## config.mk

```make
export PLATFORM = sky130hd
export DESIGN_NAME = mem_ctrl_flat
export DESIGN_NICKNAME = d
export VERILOG_FILES = /design/src/rtl/mem_ctrl_if.sv /design/src/rtl/mem_ctrl.sv /design/src/flat_wrapper.sv
export SDC_FILE = /design/constraint.sdc
export NUM_CORES = 1
export LEC_CHECK = 0
export ABC_AREA = 1
export ABC_CLOCK_PERIOD_IN_PS = 4300
export CORE_MARGIN = 2
export CORE_UTILIZATION = 55
export CTS_CLUSTER_DIAMETER = 50
export CTS_CLUSTER_SIZE = 25
export DETAILED_ROUTE_END_ITERATION = 16
export PLACE_DENSITY = 0.95
export REMOVE_ABC_BUFFERS = 1
export SLEW_MARGIN = 20
export SYNTH_ARGS = -nofsm -noshare
export SYNTH_HDL_FRONTEND = slang
export SYNTH_SLANG_ARGS = --single-unit
```

## constraint.sdc

```tcl
create_clock -name clk -period 4.3 [get_ports clk]
set_input_delay 0.86 -clock clk [delete_from_list [all_inputs] [get_ports clk]]
set_output_delay 0.86 -clock clk [all_outputs]
set_load 0.01 [all_outputs]
```

## src/rtl/mem_ctrl_if.sv

```systemverilog
// mem_ctrl_if: request/response and RAM bus bundle around mem_ctrl.
//   LSB side   : ls_sig, load_or_store, len, ls_addr, store_val -> ls_done, ls_data
//   Fetch side : if_sig, if_addr -> if_done, if_inst
//   RAM side   : mem_din, io_buffer_full -> mem_dout, mem_a, mem_wr
// Modports: slave = mem_ctrl, master = requesters plus RAM/IO model.
interface mem_ctrl_if #(
   parameter int unsigned ADDR_WIDTH = 32
) ();
   logic                  ls_sig;
   logic                  load_or_store;
   logic [2:0]            len;
   logic [ADDR_WIDTH-1:0] ls_addr;
   logic [31:0]           store_val;
   logic                  ls_done;
   logic [31:0]           ls_data;

   logic                  if_sig;
   logic [ADDR_WIDTH-1:0] if_addr;
   logic                  if_done;
   logic [31:0]           if_inst;

   logic [7:0]            mem_din;
   logic [7:0]            mem_dout;
   logic [ADDR_WIDTH-1:0] mem_a;
   logic                  mem_wr;
   logic                  io_buffer_full;

   modport slave (
      input  ls_sig, load_or_store, len, ls_addr, store_val,
      input  if_sig, if_addr,
      input  mem_din, io_buffer_full,
      output ls_done, ls_data, if_done, if_inst,
      output mem_dout, mem_a, mem_wr
   );

   modport master (
      output ls_sig, load_or_store, len, ls_addr, store_val,
      output if_sig, if_addr,
      output mem_din, io_buffer_full,
      input  ls_done, ls_data, if_done, if_inst,
      input  mem_dout, mem_a, mem_wr
   );
endinterface

```

## src/rtl/mem_ctrl.sv

```systemverilog
// mem_ctrl: serialises LSB loads/stores and 4-byte instruction fetches onto a
// byte-wide RAM port with 1-cycle read latency.
// Ports:
//   clk, rst (sync, active-high), rdy (global enable, low freezes), clear (flush)
//   bus (mem_ctrl_if.slave): LSB request/response, fetch request/response, RAM bus
// Optional: define MEM_CTRL_IO_STALL_EN to hold store bytes aimed at IO space
// (address >= IO_BASE) while io_buffer_full is high.
// All outputs are registered except mem_wr, which is gated by rdy (and the IO stall).
module mem_ctrl #(
   parameter int unsigned           ADDR_WIDTH = 32,
   parameter logic [ADDR_WIDTH-1:0] IO_BASE    = ADDR_WIDTH'(32'h0003_0000)
) (
   input logic       clk,
   input logic       rst,
   input logic       rdy,
   input logic       clear,
   mem_ctrl_if.slave bus
);

   localparam int unsigned CNT_W = 3;

   typedef enum logic [2:0] {
      S_IDLE,
      S_LOAD,
      S_STORE,
      S_FETCH,
      S_DONE
   } state_e;

   state_e                state_q, state_d;
   logic [ADDR_WIDTH-1:0] addr_q, addr_d;
   logic [CNT_W-1:0]      n_q, n_d;
   logic [CNT_W-1:0]      cnt_q, cnt_d;
   logic [31:0]           wdata_q, wdata_d;
   logic                  ls_done_q, ls_done_d;
   logic [31:0]           ls_data_q, ls_data_d;
   logic                  if_done_q, if_done_d;
   logic [31:0]           if_inst_q, if_inst_d;
   logic [ADDR_WIDTH-1:0] mem_a_q, mem_a_d;
   logic [7:0]            mem_dout_q, mem_dout_d;
   logic                  mem_wr_q, mem_wr_d;

   // While frozen the RAM keeps reading the held address, so the byte that was
   // in flight when rdy dropped is parked here and used on the first active cycle.
   logic                  rdy_prev_q;
   logic [7:0]            din_hold_q;
   logic [7:0]            din_c;
   logic                  stall_c;

   logic [CNT_W-1:0]      cnt_inc_c;
   logic [1:0]            ld_idx_c;
   logic [1:0]            st_idx_c;

   // One-hot length to byte count; anything unexpected is treated as a word.
   function automatic logic [CNT_W-1:0] len_to_n(input logic [2:0] len);
      case (len)
         3'b001:  len_to_n = CNT_W'(1);
         3'b010:  len_to_n = CNT_W'(2);
         default: len_to_n = CNT_W'(4);
      endcase
   endfunction

`ifdef MEM_CTRL_IO_STALL_EN
   assign stall_c = (state_q == S_STORE) && (mem_a_q >= IO_BASE) && bus.io_buffer_full;
`else
   logic unused_io_c;
   assign unused_io_c = bus.io_buffer_full ^ (^IO_BASE);
   assign stall_c     = 1'b0;
`endif

   assign din_c = rdy_prev_q ? bus.mem_din : din_hold_q;

   // Next-state and output logic; everything holds when rdy is low.
   always_comb begin
      state_d    = state_q;
      addr_d     = addr_q;
      n_d        = n_q;
      cnt_d      = cnt_q;
      wdata_d    = wdata_q;
      ls_done_d  = ls_done_q;
      ls_data_d  = ls_data_q;
      if_done_d  = if_done_q;
      if_inst_d  = if_inst_q;
      mem_a_d    = mem_a_q;
      mem_dout_d = mem_dout_q;
      mem_wr_d   = mem_wr_q;
      cnt_inc_c  = cnt_q + CNT_W'(1);
      ld_idx_c   = 2'(cnt_q - CNT_W'(1));
      st_idx_c   = 2'(cnt_inc_c);

      if (rdy) begin
         case (state_q)
            S_IDLE: begin
               if (!ls_done_q && !if_done_q) begin
                  if (bus.ls_sig) begin
                     addr_d  = bus.ls_addr;
                     n_d     = len_to_n(bus.len);
                     cnt_d   = '0;
                     mem_a_d = bus.ls_addr;
                     if (bus.load_or_store) begin
                        wdata_d    = bus.store_val;
                        mem_dout_d = bus.store_val[7:0];
                        mem_wr_d   = 1'b1;
                        state_d    = S_STORE;
                     end else begin
                        wdata_d  = '0;
                        mem_wr_d = 1'b0;
                        state_d  = S_LOAD;
                     end
                  end else if (bus.if_sig && !clear) begin
                     addr_d   = bus.if_addr;
                     n_d      = CNT_W'(4);
                     cnt_d    = '0;
                     wdata_d  = '0;
                     mem_a_d  = bus.if_addr;
                     mem_wr_d = 1'b0;
                     state_d  = S_FETCH;
                  end
               end
            end

            // cnt_q is the index of the address on mem_a; the byte for index
            // cnt_q-1 is arriving on mem_din this cycle.
            S_LOAD, S_FETCH: begin
               if (state_q == S_FETCH && clear) begin
                  state_d  = S_IDLE;
                  mem_wr_d = 1'b0;
               end else begin
                  cnt_d = cnt_inc_c;
                  if (cnt_q != '0) begin
                     wdata_d[{ld_idx_c, 3'b000} +: 8] = din_c;
                  end
                  if (cnt_inc_c < n_q) begin
                     mem_a_d = addr_q + ADDR_WIDTH'(cnt_inc_c);
                  end
                  if (cnt_q == n_q) begin
                     state_d = S_DONE;
                     if (state_q == S_FETCH) begin
                        if_done_d = 1'b1;
                        if_inst_d = wdata_d;
                     end else begin
                        ls_done_d = 1'b1;
                        ls_data_d = wdata_d;
                     end
                  end
               end
            end

            // cnt_q is the index of the byte being written this cycle.
            S_STORE: begin
               if (!stall_c) begin
                  if (cnt_inc_c < n_q) begin
                     cnt_d      = cnt_inc_c;
                     mem_a_d    = addr_q + ADDR_WIDTH'(cnt_inc_c);
                     mem_dout_d = wdata_q[{st_idx_c, 3'b000} +: 8];
                  end else begin
                     state_d   = S_DONE;
                     mem_wr_d  = 1'b0;
                     ls_done_d = 1'b1;
                  end
               end
            end

            S_DONE: begin
               state_d   = S_IDLE;
               ls_done_d = 1'b0;
               if_done_d = 1'b0;
               mem_wr_d  = 1'b0;
            end

            default: begin
               state_d  = S_IDLE;
               mem_wr_d = 1'b0;
            end
         endcase
      end
   end

   // State and output registers.
   always_ff @(posedge clk) begin
      if (rst) begin
         state_q    <= S_IDLE;
         addr_q     <= '0;
         n_q        <= '0;
         cnt_q      <= '0;
         wdata_q    <= '0;
         ls_done_q  <= 1'b0;
         ls_data_q  <= '0;
         if_done_q  <= 1'b0;
         if_inst_q  <= '0;
         mem_a_q    <= '0;
         mem_dout_q <= '0;
         mem_wr_q   <= 1'b0;
      end else begin
         state_q    <= state_d;
         addr_q     <= addr_d;
         n_q        <= n_d;
         cnt_q      <= cnt_d;
         wdata_q    <= wdata_d;
         ls_done_q  <= ls_done_d;
         ls_data_q  <= ls_data_d;
         if_done_q  <= if_done_d;
         if_inst_q  <= if_inst_d;
         mem_a_q    <= mem_a_d;
         mem_dout_q <= mem_dout_d;
         mem_wr_q   <= mem_wr_d;
      end
   end

   // Read-data parking across rdy-low windows.
   always_ff @(posedge clk) begin
      if (rst) begin
         rdy_prev_q <= 1'b1;
         din_hold_q <= '0;
      end else begin
         rdy_prev_q <= rdy;
         if (rdy_prev_q) begin
            din_hold_q <= bus.mem_din;
         end
      end
   end

   assign bus.ls_done  = ls_done_q;
   assign bus.ls_data  = ls_data_q;
   assign bus.if_done  = if_done_q;
   assign bus.if_inst  = if_inst_q;
   assign bus.mem_a    = mem_a_q;
   assign bus.mem_dout = mem_dout_q;
   assign bus.mem_wr   = mem_wr_q && rdy && !stall_c;

endmodule

```

## src/flat_wrapper.sv

```systemverilog
// flat-port wrapper written by rule: the top's interface ports become plain ports
module mem_ctrl_flat 
#(
   parameter int unsigned           ADDR_WIDTH = 32,
   parameter logic [ADDR_WIDTH-1:0] IO_BASE    = ADDR_WIDTH'(32'h0003_0000)
)
  (clk, rst, rdy, clear, bus_ls_sig, bus_load_or_store, bus_len, bus_ls_addr, bus_store_val, bus_if_sig, bus_if_addr, bus_mem_din, bus_io_buffer_full, bus_ls_done, bus_ls_data, bus_if_done, bus_if_inst, bus_mem_dout, bus_mem_a, bus_mem_wr);
  mem_ctrl_if #(.ADDR_WIDTH(ADDR_WIDTH)) bus_i ();
  input logic clk;
  input logic rst;
  input logic rdy;
  input logic clear;
  input wire logic [$bits(bus_i.ls_sig)-1:0] bus_ls_sig;
  input wire logic [$bits(bus_i.load_or_store)-1:0] bus_load_or_store;
  input wire logic [$bits(bus_i.len)-1:0] bus_len;
  input wire logic [$bits(bus_i.ls_addr)-1:0] bus_ls_addr;
  input wire logic [$bits(bus_i.store_val)-1:0] bus_store_val;
  input wire logic [$bits(bus_i.if_sig)-1:0] bus_if_sig;
  input wire logic [$bits(bus_i.if_addr)-1:0] bus_if_addr;
  input wire logic [$bits(bus_i.mem_din)-1:0] bus_mem_din;
  input wire logic [$bits(bus_i.io_buffer_full)-1:0] bus_io_buffer_full;
  output wire logic [$bits(bus_i.ls_done)-1:0] bus_ls_done;
  output wire logic [$bits(bus_i.ls_data)-1:0] bus_ls_data;
  output wire logic [$bits(bus_i.if_done)-1:0] bus_if_done;
  output wire logic [$bits(bus_i.if_inst)-1:0] bus_if_inst;
  output wire logic [$bits(bus_i.mem_dout)-1:0] bus_mem_dout;
  output wire logic [$bits(bus_i.mem_a)-1:0] bus_mem_a;
  output wire logic [$bits(bus_i.mem_wr)-1:0] bus_mem_wr;
  assign bus_i.ls_sig = bus_ls_sig;
  assign bus_i.load_or_store = bus_load_or_store;
  assign bus_i.len = bus_len;
  assign bus_i.ls_addr = bus_ls_addr;
  assign bus_i.store_val = bus_store_val;
  assign bus_i.if_sig = bus_if_sig;
  assign bus_i.if_addr = bus_if_addr;
  assign bus_i.mem_din = bus_mem_din;
  assign bus_i.io_buffer_full = bus_io_buffer_full;
  assign bus_ls_done = bus_i.ls_done;
  assign bus_ls_data = bus_i.ls_data;
  assign bus_if_done = bus_i.if_done;
  assign bus_if_inst = bus_i.if_inst;
  assign bus_mem_dout = bus_i.mem_dout;
  assign bus_mem_a = bus_i.mem_a;
  assign bus_mem_wr = bus_i.mem_wr;
  mem_ctrl #(.ADDR_WIDTH(ADDR_WIDTH), .IO_BASE(IO_BASE)) u_core (.clk(clk), .rst(rst), .rdy(rdy), .clear(clear), .bus(bus_i));
endmodule
```

-- After elaboration in Yosys (flattened, before gate mapping)
Cells that the tools add are included.
- output and inout port bits: 107
- input bits: 115
- bits in registers: 189
- logic and storage cells: 123
- equal/unequal tests: 19
- magnitude comparators: 1
- mux-type cells: 53
- shift operators: 3
- bitwise gates (word level): 2
- reductions and logical operators: 27
- $add $sub $neg: 4
- operator list (cell ; count):
    $mux 32 ; 11
    $pmux 32 s3 ; 1
    $pmux 32 s2 ; 1
    $mux 8 ; 5
    $mux 3 ; 13
    $reduce_and 5->1 ; 7
    $add 32x3->32 ; 1
    $bwmux 32 ; 1
    $shift 8x7->32 const A ; 1
    $shiftx 32x6->8 ; 1
    $shiftx 8x7->32 ; 1
    $pmux 3 s3 ; 2
    $reduce_and 6->1 ; 3
    $pmux 8 s2 ; 1
    $mux 1 ; 13
    $ne 2x1->1 const B ; 5
    $ne 2x2->1 const B ; 5
    $eq 3x2->1 const B ; 3
    $reduce_bool 3->1 ; 3
    $reduce_bool 2->1 ; 4
    $neg 5->7 ; 1
    $eq 3x1->1 const B ; 2
    $pmux 1 s3 ; 2
    $pmux 3 s2 ; 1
    other kinds (15) ; 21

-- Depth between registers and ports, before layout
Gate-level depths: netlist of the first run.
- depth after elaboration: 7
- gate-level depth with buffers: 15
- depth with buffers taken out: 14

-- Worst setup path after synthesis of the first run
No wires, ideal clock.
- path type: flip-flop to flip-flop
- start point: register u_core.cnt_q[0]
- end point: register u_core.mem_a_q[20] (netlist: u_core.bus.mem_a[20])
- arrival: 2830 ps
- clock period less this slack: 2900 ps
- library setup time: 70 ps
- stages on the path, launching flop included: 15
- path buffers: 1
- required time: 4230 ps
- setup slack: 1400 ps
- path through: dfxtp_1 clkinv_1 ha_1 clkbuf_1 inv_1 fa_1 inv_1 nand2_1 nand2_1 nand2_1 nor2_1 nand2_1 xnor2_1 nand2_1 a21oi_1
- cells in the longest elaborated chain, start to end: 5
- elaborated cells between the ends (all ways): 6
- those cells by class: add/sub (2); order compare (1); mux (3)
- ends and longest elaborated chain (element ; RTL line ; RTL):
    from (decl) ; mem_ctrl.sv:33 ; logic [CNT_W-1:0] cnt_q, cnt_d;
    from (signal assigned) ; mem_ctrl.sv:198 ; cnt_q <= cnt_d;
    $add 3x1->3 (*) ; mem_ctrl.sv:87 ; cnt_inc_c = cnt_q + CNT_W'(1);
    $add 32x3->32 / $lt 3x3->1 (equally long branches) ; - ;
    $mux 32 (*) ; mem_ctrl.sv:133, mem_ctrl.sv:152 ;
    $mux 32 ; mem_ctrl.sv:125 ; if (state_q == S_FETCH && clear) begin
    $pmux 32 s3 (*) ; mem_ctrl.sv:92 ; case (state_q)
    to (signal assigned) ; mem_ctrl.sv:204 ; mem_a_q <= mem_a_d;
    to (decl) ; mem_ctrl.sv:39 ; logic [ADDR_WIDTH-1:0] mem_a_q, mem_a_d;
Every way passes the cells marked *; elsewhere a longest branch is shown, timed or not. The select of a mux whose other input is x is not followed.
A chain may end at the register's enable or synchronous reset.

-- Final worst setup path of the first run
- start point: register u_core.cnt_q[0]
- end point: register u_core.mem_a_q[22] (netlist: u_core.bus.mem_a[22])
Same word-level chain as after synthesis.

==> flow_metrics.tcl, run 1 <==
set metrics [dict create \
    run_status "finished, final reports clean" \
    detail_route.iter0.violations 1471 \
    synthMostInstantiatedCell "sky130_fd_sc_hd__nand2_1" \
    hold_path.class "reg2reg" \
    io_buffers 220 \
    post_route_clock_skew_ns 0.0131 \
    drt_drc_violations_left 0 \
    area_growth_syn_to_layout_pct 30.0 \
    period_utilization_pct 78.9 \
    finalCriticalPeriod_ns 3.39 \
    max_slew.worst_pin.slew_ns 0.887 \
    yosysTopAreaCellShare_pct 39.3 \
    drive_above_1_share_pct 4.20 \
    cellLeakagePower_nw 5.07 \
    floorplan.die_area_um2 18600 \
    fin_nets 1756 \
    insertion_delay_ns 0.44 \
    hold_viol 0 \
    worstPathCellList "clkinv_1 > ha_1 > inv_1 > fa_1 > inv_1 > nand2_1 > nand2_1 > nand2_1 > nor2_1 > nand2_1 > xnor2_1 > nand2_1 > a21oi_1" \
    route.detailed.vias_per_inst 5.87 \
    clkSinkCount 189 \
    min_path_cells 2 \
    syn-cell-area_um2 9620 \
    synth.top_cells.by_area "sky130_fd_sc_hd__dfxtp_1 (39%), sky130_fd_sc_hd__nand2_1 (13%), sky130_fd_sc_hd__nor2_1 (9.1%)" \
    timing.critical_path.slowest_cell_delay_ns 0.78 \
    vdd_drop_max_mv 0.531 \
    seq_area_frac_synth_pct 39.3 \
    tritoncts "yes" \
    synth_ff_type "sky130_fd_sc_hd__dfxtp_1" \
    yosys.cell_types.count 38 \
    grt_pass1_wl_mm 50.2 \
    pwr_density_cell_nw_per_um2 658 \
    rsz0062_at_grt "false" \
    critical_path_class "reg2reg" \
    power_w 0.00823 \
    setup_tns_ns 0 \
    timing.critical_path.from_type "flop" \
    drt_pass1_iterations 7 \
    die_h_um 136 \
    critical-path-slowest-cell "sky130_fd_sc_hd__ha_1" \
    dpl.hpwl_mm 21.1 \
    maxClockFrequency_mhz 295 \
    postSynthRegisterBits 189 \
    finalSetupViolations 0 \
    slew_headroom_pct 40.9 \
    layoutNonFillerInstCount 1868 \
    area_of_the_core_region_um2 17200 \
    timing.final.max_slew_violations 0 \
    worstPathArrival_ns 3.77 \
    critPathCaptureType "flop" \
    crit_required_ns 4.67 \
    floorplan.die.width_um 136 \
    n_fill_cell 1268 \
    critical_path.max_fanout 16 \
    cts-hold-fix-buffers 0 \
    cp_common_cell "sky130_fd_sc_hd__nand2_1" \
    route.final.wire_length_mm 31.2 \
    detail_route.wl_per_cell_um 16.7 \
    ff2ff_path_depth 13 \
    postSynthAreaPerCell_um2 6.62 \
    netlist_top_cells_count "sky130_fd_sc_hd__nand2_1 (325), sky130_fd_sc_hd__nor2_1 (233), sky130_fd_sc_hd__dfxtp_1 (189), sky130_fd_sc_hd__o21ai_0 (167), sky130_fd_sc_hd__inv_1 (120)" \
    clk_pin_slew_worst_paths_ns 0.08 \
    floorplan.io_pins 222 \
    cts.repair_timing.setup_buffer_count 0 \
    cts_max_level 4 \
    clock_buffers_created_by_tritoncts 17 \
    groute.usage.overall_pct 33.7 \
    grt_max_degree 84 \
    asyncSetResetFlopFracSynth_pct 0 \
    yosys.area.top_type "sky130_fd_sc_hd__dfxtp_1" \
    finalWeightedCongestion 1.00 \
    start_util_pct 56.0 \
    core.rowCount 48 \
    vias 11000 \
    place_inst 1835 \
    cts-root-to-sink-buffers 2 \
    postSynthCellCount 1454 \
    synth.yosys.warnings 0 \
    drv_cap 0 \
    antenna_violation_net_count_after_detailed_routing 0 \
    via_count_of_the_first_global_routing_pass 10500 \
    cts-root-buf "sky130_fd_sc_hd__clkbuf_16" \
    synth-edff-count 0 \
    antenna_violations_before_repair 0 \
    cts-resized-gates 0 \
    grt.overflow.total 0 \
]
## state kept, by name (all words and copies together), names as in the netlist
register / flops
u_core.addr_q: 32
u_core.bus.if_done: 1
u_core.bus.if_inst: 32
u_core.bus.ls_data: 32
u_core.bus.ls_done: 1
u_core.bus.mem_a: 32
u_core.bus.mem_dout: 8
u_core.cnt_q: 3
u_core.din_hold_q: 8
u_core.mem_wr_q: 1
u_core.n_q: 3
u_core.rdy_prev_q: 1
u_core.state_q: 3
u_core.wdata_q: 32
## path summary, 6_finish.rpt
kind / end / from / slack (ns)
worst max-delay path: u_core.bus.mem_a[22] / u_core.cnt_q[0] / 0.91
worst min-delay path: u_core.bus.mem_a[10] / u_core.bus.mem_a[10] / 0.47
worst max register to register: u_core.bus.mem_a[22] / u_core.cnt_q[0] / 0.91
worst min register to register: u_core.bus.mem_a[10] / u_core.bus.mem_a[10] / 0.47
## area by class of cell
| type | count | area [um^2] | area share (%) |
|---|---|---|---|
| multi-input combinational | 1059 | 5040 | 40.3 |
| sequential | 189 | 3780 | 30.3 |
| timing repair buffer | 233 | 2310 | 18.4 |
| inverter | 129 | 485 | 3.88 |
| clock buffer | 17 | 425 | 3.40 |
| tap | 225 | 282 | 2.25 |
| clock inverter | 15 | 175 | 1.40 |
| antenna | 1 | 2.50 | 0.0200 |
## power by group
group / switching, W / internal, W / leakage (nW)
Sequential: 0.000378 / 0.00229 / 1.54
Clock: 0.000760 / 0.000878 / 0.279
Combinational: 0.00251 / 0.00141 / 3.25
## layout by cell type (no fill, tap or decap), drive strengths merged, types with 11 or more instances in the layout
cell,n
nor2,239
o211ai,16
nand2,327
inv,133
buf,14
o21ai,169
nand3,75
o22ai,28
a21oi,119
mux2i,12
xor2,11
a31oi,18
clkbuf,17
dfxtp,189
ha,11
clkdlybuf4s50,219
a211oi,14
## metal layers
| layer | up-vias | GRT usage, % | wire, um |
|---|---|---|---|
| met3 | 156 | 7.94 | 3580 |
| met5 | - | 0 | 0 |
| met1 | 4943 | 41.5 | 11700 |
| met4 | 0 | 18.1 | 1490 |
| li1 | 5101 | - | - |
| met2 | 771 | 54.4 | 14500 |
## worst max-delay path, delay by kind of cell, from the launching register on
| kind | cells | cell delay, ns |
|---|---|---|
| buffers and inverters | 3 | 0.55 |
| flip-flops | 1 | 0.36 |
| XOR/XNOR | 1 | 0.17 |
| adder cells (fa/ha/maj) | 2 | 1.24 |
| AND/OR/NAND/NOR | 6 | 0.86 |
| AO/OA/AOI/OAI | 1 | 0.15 |
## stage by stage
stage                     utilization (%)  hold WS, ns  setup WS [ns]  area, um^2
after detailed placement             69.2        0.458          0.810       11900
after global placement               69.2        0.453          0.847       11900
after CTS                            72.7        0.470          0.988       12500
after floorplan                         -        0.447          0.721        9290
final                                72.8        0.474          0.908       12500
after global routing                 72.8        0.494          0.667       12500
## cell families after synthesis
logic type	share of synthesized area, %
xor+xnor	1.46
compound gates	20.6
flops	39.3
simple gates	27.3
mux	1.25
buf+inv	8.43
fa+ha+maj	1.64
No activity file was read; power rests on OpenSTA's default activity.
==> run 2: changes to the inputs <==
ABC_CLOCK_PERIOD_IN_PS = 2800   (was 4300)
CORE_UTILIZATION = 46   (was 55)
PLACE_DENSITY = 0.89   (was 0.95)
clock period = 2.8 ns   (was 4.3 ns; I/O delays follow)
==> flow_metrics.tcl, run 2 (synthesized netlist as in run 1, its figures left out) <==
set metrics [dict create \
    cts_max_level 4 \
    antenna_violations_before_repair 0 \
    max_slew.worst_pin.slew_ns 0.720 \
    layoutNonFillerInstCount 1928 \
    clock_buffers_created_by_tritoncts 17 \
    fin_nets 1772 \
    worst_r2r_startpoint "u_core.cnt_q[1]" \
    place_inst 1896 \
    power_switching_share_pct 44.1 \
    layout.cells.most_common "sky130_fd_sc_hd__nand2_1" \
    drt_pass1_iterations 5 \
    ff2ff_path_depth 14 \
    cellLeakagePower_nw 5.17 \
    cp_common_cell "sky130_fd_sc_hd__nand2_1" \
    period_utilization_pct 90.5 \
    area_of_the_core_region_um2 20400 \
    cp_num_cells 14 \
    detail_route.iter0.violations 1141 \
    grt.overflow.total 0 \
    floorplan.io_pins 222 \
    cp_top_family "simple AND/OR/NAND/NOR gates" \
    finalWeightedCongestion 0.915 \
    timing.critical_path.slowest_cell_delay_ns 0.35 \
    finalCoreUtilization_pct 62.4 \
    vias 10600 \
    drive_above_1_share_pct 5.31 \
    cts-root-to-sink-buffers 2 \
    antenna_violation_net_count_after_detailed_routing 0 \
    worstPathCellList "buf_4 > ha_1 > xor2_1 > buf_4 > ha_1 > inv_1 > nand2_1 > nand3_1 > nor2_1 > nand2_1 > nand2_1 > nand3_1 > nand2_1 > a21oi_1" \
    hold_path.class "reg2reg" \
    io_buffers 220 \
    layout.cells.most_common_list "sky130_fd_sc_hd__nand2_1 (325), sky130_fd_sc_hd__nor2_1 (230), sky130_fd_sc_hd__clkdlybuf4s50_1 (219), sky130_fd_sc_hd__dfxtp_1 (188), sky130_fd_sc_hd__o21ai_0 (166)" \
    grt_pass1_wl_mm 49.7 \
    floorplan.die.width_um 149 \
    critPathCaptureType "flop" \
    core.rowCount 52 \
    combinational_cell_fraction_of_total_power_pct 48.1 \
    worstPathArrival_ns 2.84 \
    internal-power_w 0.00700 \
    slew_headroom_pct 51.9 \
    grt_max_degree 56 \
    clock_power_share_pct 19.2 \
    floorplan.die_area_um2 22100 \
    post_route_clock_skew_ns 0.0170 \
    finalSetupViolations 0 \
    maxClockFrequency_mhz 395 \
    tritoncts "yes" \
    route.detailed.vias_per_inst 5.49 \
    critPathBufInv 3 \
    cts.repair_timing.setup_buffer_count 0 \
    clk_pin_slew_worst_paths_ns 0.08 \
    critical_path_class "reg2reg" \
    drv_cap 0 \
    critical-path-slowest-cell "sky130_fd_sc_hd__nor2_1" \
    hold_viol 0 \
    holdCritStartpoint "u_core.bus.mem_a[10]" \
    finalCriticalPeriod_ns 2.53 \
    run_status "finished, final reports clean" \
    rsz0062_at_grt "false" \
    cts-hold-fix-buffers 0 \
    die_h_um 149 \
    critical_path.max_fanout 5 \
    vdd_drop_max_mv 0.638 \
    start_util_pct 47.2 \
    groute.usage.overall_pct 27.7 \
    cts-root-buf "sky130_fd_sc_hd__clkbuf_16" \
    clkSinkCount 189 \
    area_growth_syn_to_layout_pct 32.0 \
    timing.critical_path.from_type "flop" \
    via_count_of_the_first_global_routing_pass 10100 \
    detail_route.wl_per_cell_um 15.8 \
    diodes 0 \
    insertion_delay_ns 0.45 \
    seqPwrFrac_pct 32.7 \
    critical_path.startpoint "u_core.cnt_q[1]" \
    crit_required_ns 3.11 \
    dpl.hpwl_mm 21.7 \
    drt_drc_violations_left 0 \
    timing.final.max_slew_violations 0 \
    psw_w 0.00552 \
    route.final.wire_length_mm 30.4 \
    n_fill_cell 1790 \
    min_path_cells 2 \
    pwr_density_cell_nw_per_um2 986 \
]
==> run 2: cell count changes in the layout (fill, tap and decap cells not counted), sizes merged <==
cell / previous run / this run
buf: 14 / 30
bufinv: 2 / 0
clkbuf: 17 / 18
clkinv: 4 / 8
clkinvlp: 5 / 2
diode: 1 / 0
==> run 2: worst register-to-register path: stages, from the launching register on <==
cell	delay (ns)
sky130_fd_sc_hd__dfxtp_1	0.31
sky130_fd_sc_hd__buf_4	0.15
sky130_fd_sc_hd__ha_1	0.19
sky130_fd_sc_hd__xor2_1	0.16
sky130_fd_sc_hd__buf_4	0.16
sky130_fd_sc_hd__ha_1	0.30
sky130_fd_sc_hd__inv_1	0.06
sky130_fd_sc_hd__nand2_1	0.10
sky130_fd_sc_hd__nand3_1	0.24
sky130_fd_sc_hd__nor2_1	0.35
sky130_fd_sc_hd__nand2_1	0.09
sky130_fd_sc_hd__nand2_1	0.07
sky130_fd_sc_hd__nand3_1	0.08
sky130_fd_sc_hd__nand2_1	0.09
sky130_fd_sc_hd__a21oi_1	0.06
==> run 2: stage by stage <==
stage | setup TNS (ns) | hold WS [ns] | setup slack [ns] | total power, W | instance area, um^2
after floorplan | -31.36 | 0.447 | -0.779 | 0.00762 | 9290
after global placement | 0 | 0.455 | 0.138 | 0.00984 | 12100
after detailed placement | 0 | 0.457 | 0.103 | 0.0100 | 12100
after CTS | 0 | 0.474 | 0.0842 | 0.0124 | 12700
after global routing | 0 | 0.501 | 0.0447 | 0.0134 | 12700
final | 0 | 0.474 | 0.267 | 0.0125 | 12700
==> run 2: layout make-up <==
cell class	instances	area, um^2	share of cell area [%]
clock buffers	18	439	3.46
clock inverters	14	140	1.10
inverters	129	485	3.82
multi-input cells	1059	5050	39.7
flip-flops and latches	189	3780	29.8
well taps	270	338	2.66
repair buffers	249	2460	19.4
==> run 2: timing repair <==
action	4_1_cts	5_1_grt
endpoints found under the setup margin	0	9
gates resized for setup	0	7
endpoints found under the hold margin	0	0
==> run 2: path summary, 6_finish.rpt <==
kind                           to  slack (ns)
max          u_core.bus.mem_a[31]        0.27
min          u_core.bus.mem_a[10]        0.47
max reg2reg  u_core.bus.mem_a[31]        0.27
min reg2reg  u_core.bus.mem_a[10]        0.47
==> run 2: power by group through the flow <==
stage               Combinational [W]  Sequential (W)  Clock (W)
detailed placement            0.00589         0.00412          0
global placement              0.00575         0.00410          0
global route                  0.00668         0.00418    0.00253
finish                        0.00603         0.00409    0.00241
floorplan                     0.00343         0.00419          0
CTS                           0.00595         0.00407    0.00241
==> run 2: layer usage <==
layer,up-vias,GRT usage (%),wire [um]
li1,5147,-,-
met1,4835,33.9,12100
met2,532,47.7,14700
met3,80,5.86,2550
met4,0,11.0,1030
met5,-,0,0
==> run 3: changes to the inputs <==
CORE_ASPECT_RATIO = 1.4   (was default)
==> flow_metrics.tcl, run 3 (synthesized netlist as in run 1, its figures left out) <==
set metrics [dict create \
    power_w 0.0127 \
    vias 10600 \
    worstPathArrival_ns 2.85 \
    clock_buffers_created_by_tritoncts 17 \
    die_h_um 175 \
    worst_slack_ns 0.251 \
    grt.overflow.total 0 \
    clk_pin_slew_worst_paths_ns 0.08 \
    groute.usage.overall_pct 27.8 \
    cts_max_level 4 \
    floorplan.die.width_um 126 \
    finalSetupViolations 0 \
    worstReg2RegEnd "u_core.bus.mem_a[18]" \
    antenna_violation_net_count_after_detailed_routing 0 \
    cts-root-buf "sky130_fd_sc_hd__clkbuf_16" \
    slew_headroom_pct 49.9 \
    diodes 0 \
    ff2ff_path_depth 10 \
    register_area_um2 3780 \
    setup_tns_ns 0 \
    hold_path.class "reg2reg" \
    worst_r2r_startpoint "u_core.cnt_q[1]" \
    start_util_pct 46.8 \
    drt_pass1_iterations 6 \
    grt_max_degree 55 \
    tritoncts "yes" \
    max_slew.worst_pin.slew_ns 0.750 \
    dp_worst_setup_slack_ns 0.220 \
    critical_path.max_fanout 6 \
    hold_viol 0 \
    route.final.wire_length_mm 31.5 \
    cellLeakagePower_nw 5.20 \
    io_buffers 220 \
    rsz0062_at_grt "false" \
    grt_pass1_wl_mm 49.5 \
    vdd_drop_max_mv 0.540 \
    pwr_density_cell_nw_per_um2 997 \
    fin_nets 1776 \
    detail_route.wl_per_cell_um 16.4 \
    floorplan.io_pins 222 \
    worst_hold_path.endpoint "u_core.bus.mem_a[26]" \
    core.rowCount 62 \
    drt_drc_violations_left 0 \
    drv_cap 0 \
    floorplan.die_area_um2 22100 \
    min_path_cells 2 \
    post_route_clock_skew_ns 0.0207 \
    clkSinkCount 189 \
    timing.critical_path.from_type "flop" \
    dpl.hpwl_mm 23.0 \
    run_status "finished, final reports clean" \
    n_fill_cell 1825 \
    ff2ff_setup_slack_ns 0.25 \
    holdCritStartpoint "u_core.bus.mem_a[26]" \
    insertion_delay_ns 0.45 \
    area_of_the_core_region_um2 20600 \
    via_count_of_the_first_global_routing_pass 10100 \
    area_taken_by_multi_input_logic_gates_um2 5030 \
    crit_required_ns 3.10 \
    critPathCaptureType "flop" \
    finalWeightedCongestion 0.950 \
    critical_path_class "reg2reg" \
    timing.final.max_slew_violations 0 \
    period_utilization_pct 91.0 \
    layout.cells.most_common_list "sky130_fd_sc_hd__nand2_1 (325), sky130_fd_sc_hd__nor2_1 (232), sky130_fd_sc_hd__clkdlybuf4s50_1 (219), sky130_fd_sc_hd__dfxtp_1 (189), sky130_fd_sc_hd__o21ai_0 (167)" \
    drive_above_1_share_pct 5.35 \
    antenna_violations_before_repair 0 \
    cts-root-to-sink-buffers 2 \
    route.detailed.vias_per_inst 5.51 \
    hold-worst-slack_ns 0.467 \
    layout.cells.most_common "sky130_fd_sc_hd__nand2_1" \
    area_growth_syn_to_layout_pct 32.3 \
    maxClockFrequency_mhz 392 \
    detail_route.iter0.violations 954 \
    finalCriticalPeriod_ns 2.55 \
]
## run 3: cell count changes in the layout (fill, tap and decap cells not counted), moves of 2 or more
cell and change:
sky130_fd_sc_hd__buf_4 +3, sky130_fd_sc_hd__clkinv_2 -3, sky130_fd_sc_hd__clkinv_4 +4, sky130_fd_sc_hd__nor2_1 +2
sky130_fd_sc_hd__nor2_4 -2
## run 3: layout make-up
class | instances | area share [%]
multi-input cells | 1059 | 39.6
well taps | 256 | 2.52
clock buffers | 17 | 3.34
clock inverters | 15 | 1.34
repair buffers | 253 | 19.7
inverters | 129 | 3.81
flip-flops and latches | 189 | 29.7
## run 3: stage by stage
stage	utilization, %	instance area [um^2]	cells
2_1_floorplan	-	9290	1377
3_3_place_gp	59.0	12100	1886
3_5_place_dp	59.0	12100	1886
4_1_cts	61.9	12700	1918
5_1_grt	61.9	12700	1918
6_report	61.9	12700	1918
## run 3: worst max path at each step
stage,start,to,slack [ns],cells past startpoint
floorplan,u_core.cnt_q[0],u_core.bus.mem_a[11],-0.78,10
global placement,bus_ls_sig,u_core.bus.mem_a[30],0.31,10
detailed placement,u_core.cnt_q[1],u_core.bus.mem_a[25],0.22,13
CTS,u_core.cnt_q[1],u_core.bus.mem_a[25],0.22,13
global route,u_core.cnt_q[1],u_core.bus.mem_a[30],0.07,14
finish,u_core.cnt_q[1],u_core.bus.mem_a[18],0.25,10
## run 3: where the power goes
group          internal, W  switching [W]  total, W
sequential         0.00351       0.000580   0.00409
combinational      0.00232        0.00383   0.00614
clock              0.00121        0.00125   0.00245
## run 3: timing repair
action | CTS | global route
setup buffers | 0 | 0
gates resized for setup | 0 | 1
hold buffers | 0 | 0
endpoints found under the setup margin | 0 | 1
## run 3: metal layers
| metal | track usage, % | routed length [um] | up-vias |
|---|---|---|---|
| li1 | - | - | 5150 |
| met4 | 15.1 | 1500 | 0 |
| met5 | 0 | 0 | - |
| met2 | 50.4 | 16100 | 528 |
| met1 | 30.9 | 11700 | 4775 |
| met3 | 4.07 | 2220 | 107 |
## run 3: worst max-delay path, cell delays in order (launching register included)
cell,delay [ns]
sky130_fd_sc_hd__dfxtp_1,0.44
sky130_fd_sc_hd__inv_1,0.10
sky130_fd_sc_hd__ha_1,0.31
sky130_fd_sc_hd__inv_1,0.07
sky130_fd_sc_hd__fa_1,0.44
sky130_fd_sc_hd__o21ai_0,0.37
sky130_fd_sc_hd__nand3_1,0.19
sky130_fd_sc_hd__o21ai_0,0.21
sky130_fd_sc_hd__nand3_1,0.14
sky130_fd_sc_hd__nand2_1,0.09
sky130_fd_sc_hd__a21oi_1,0.06
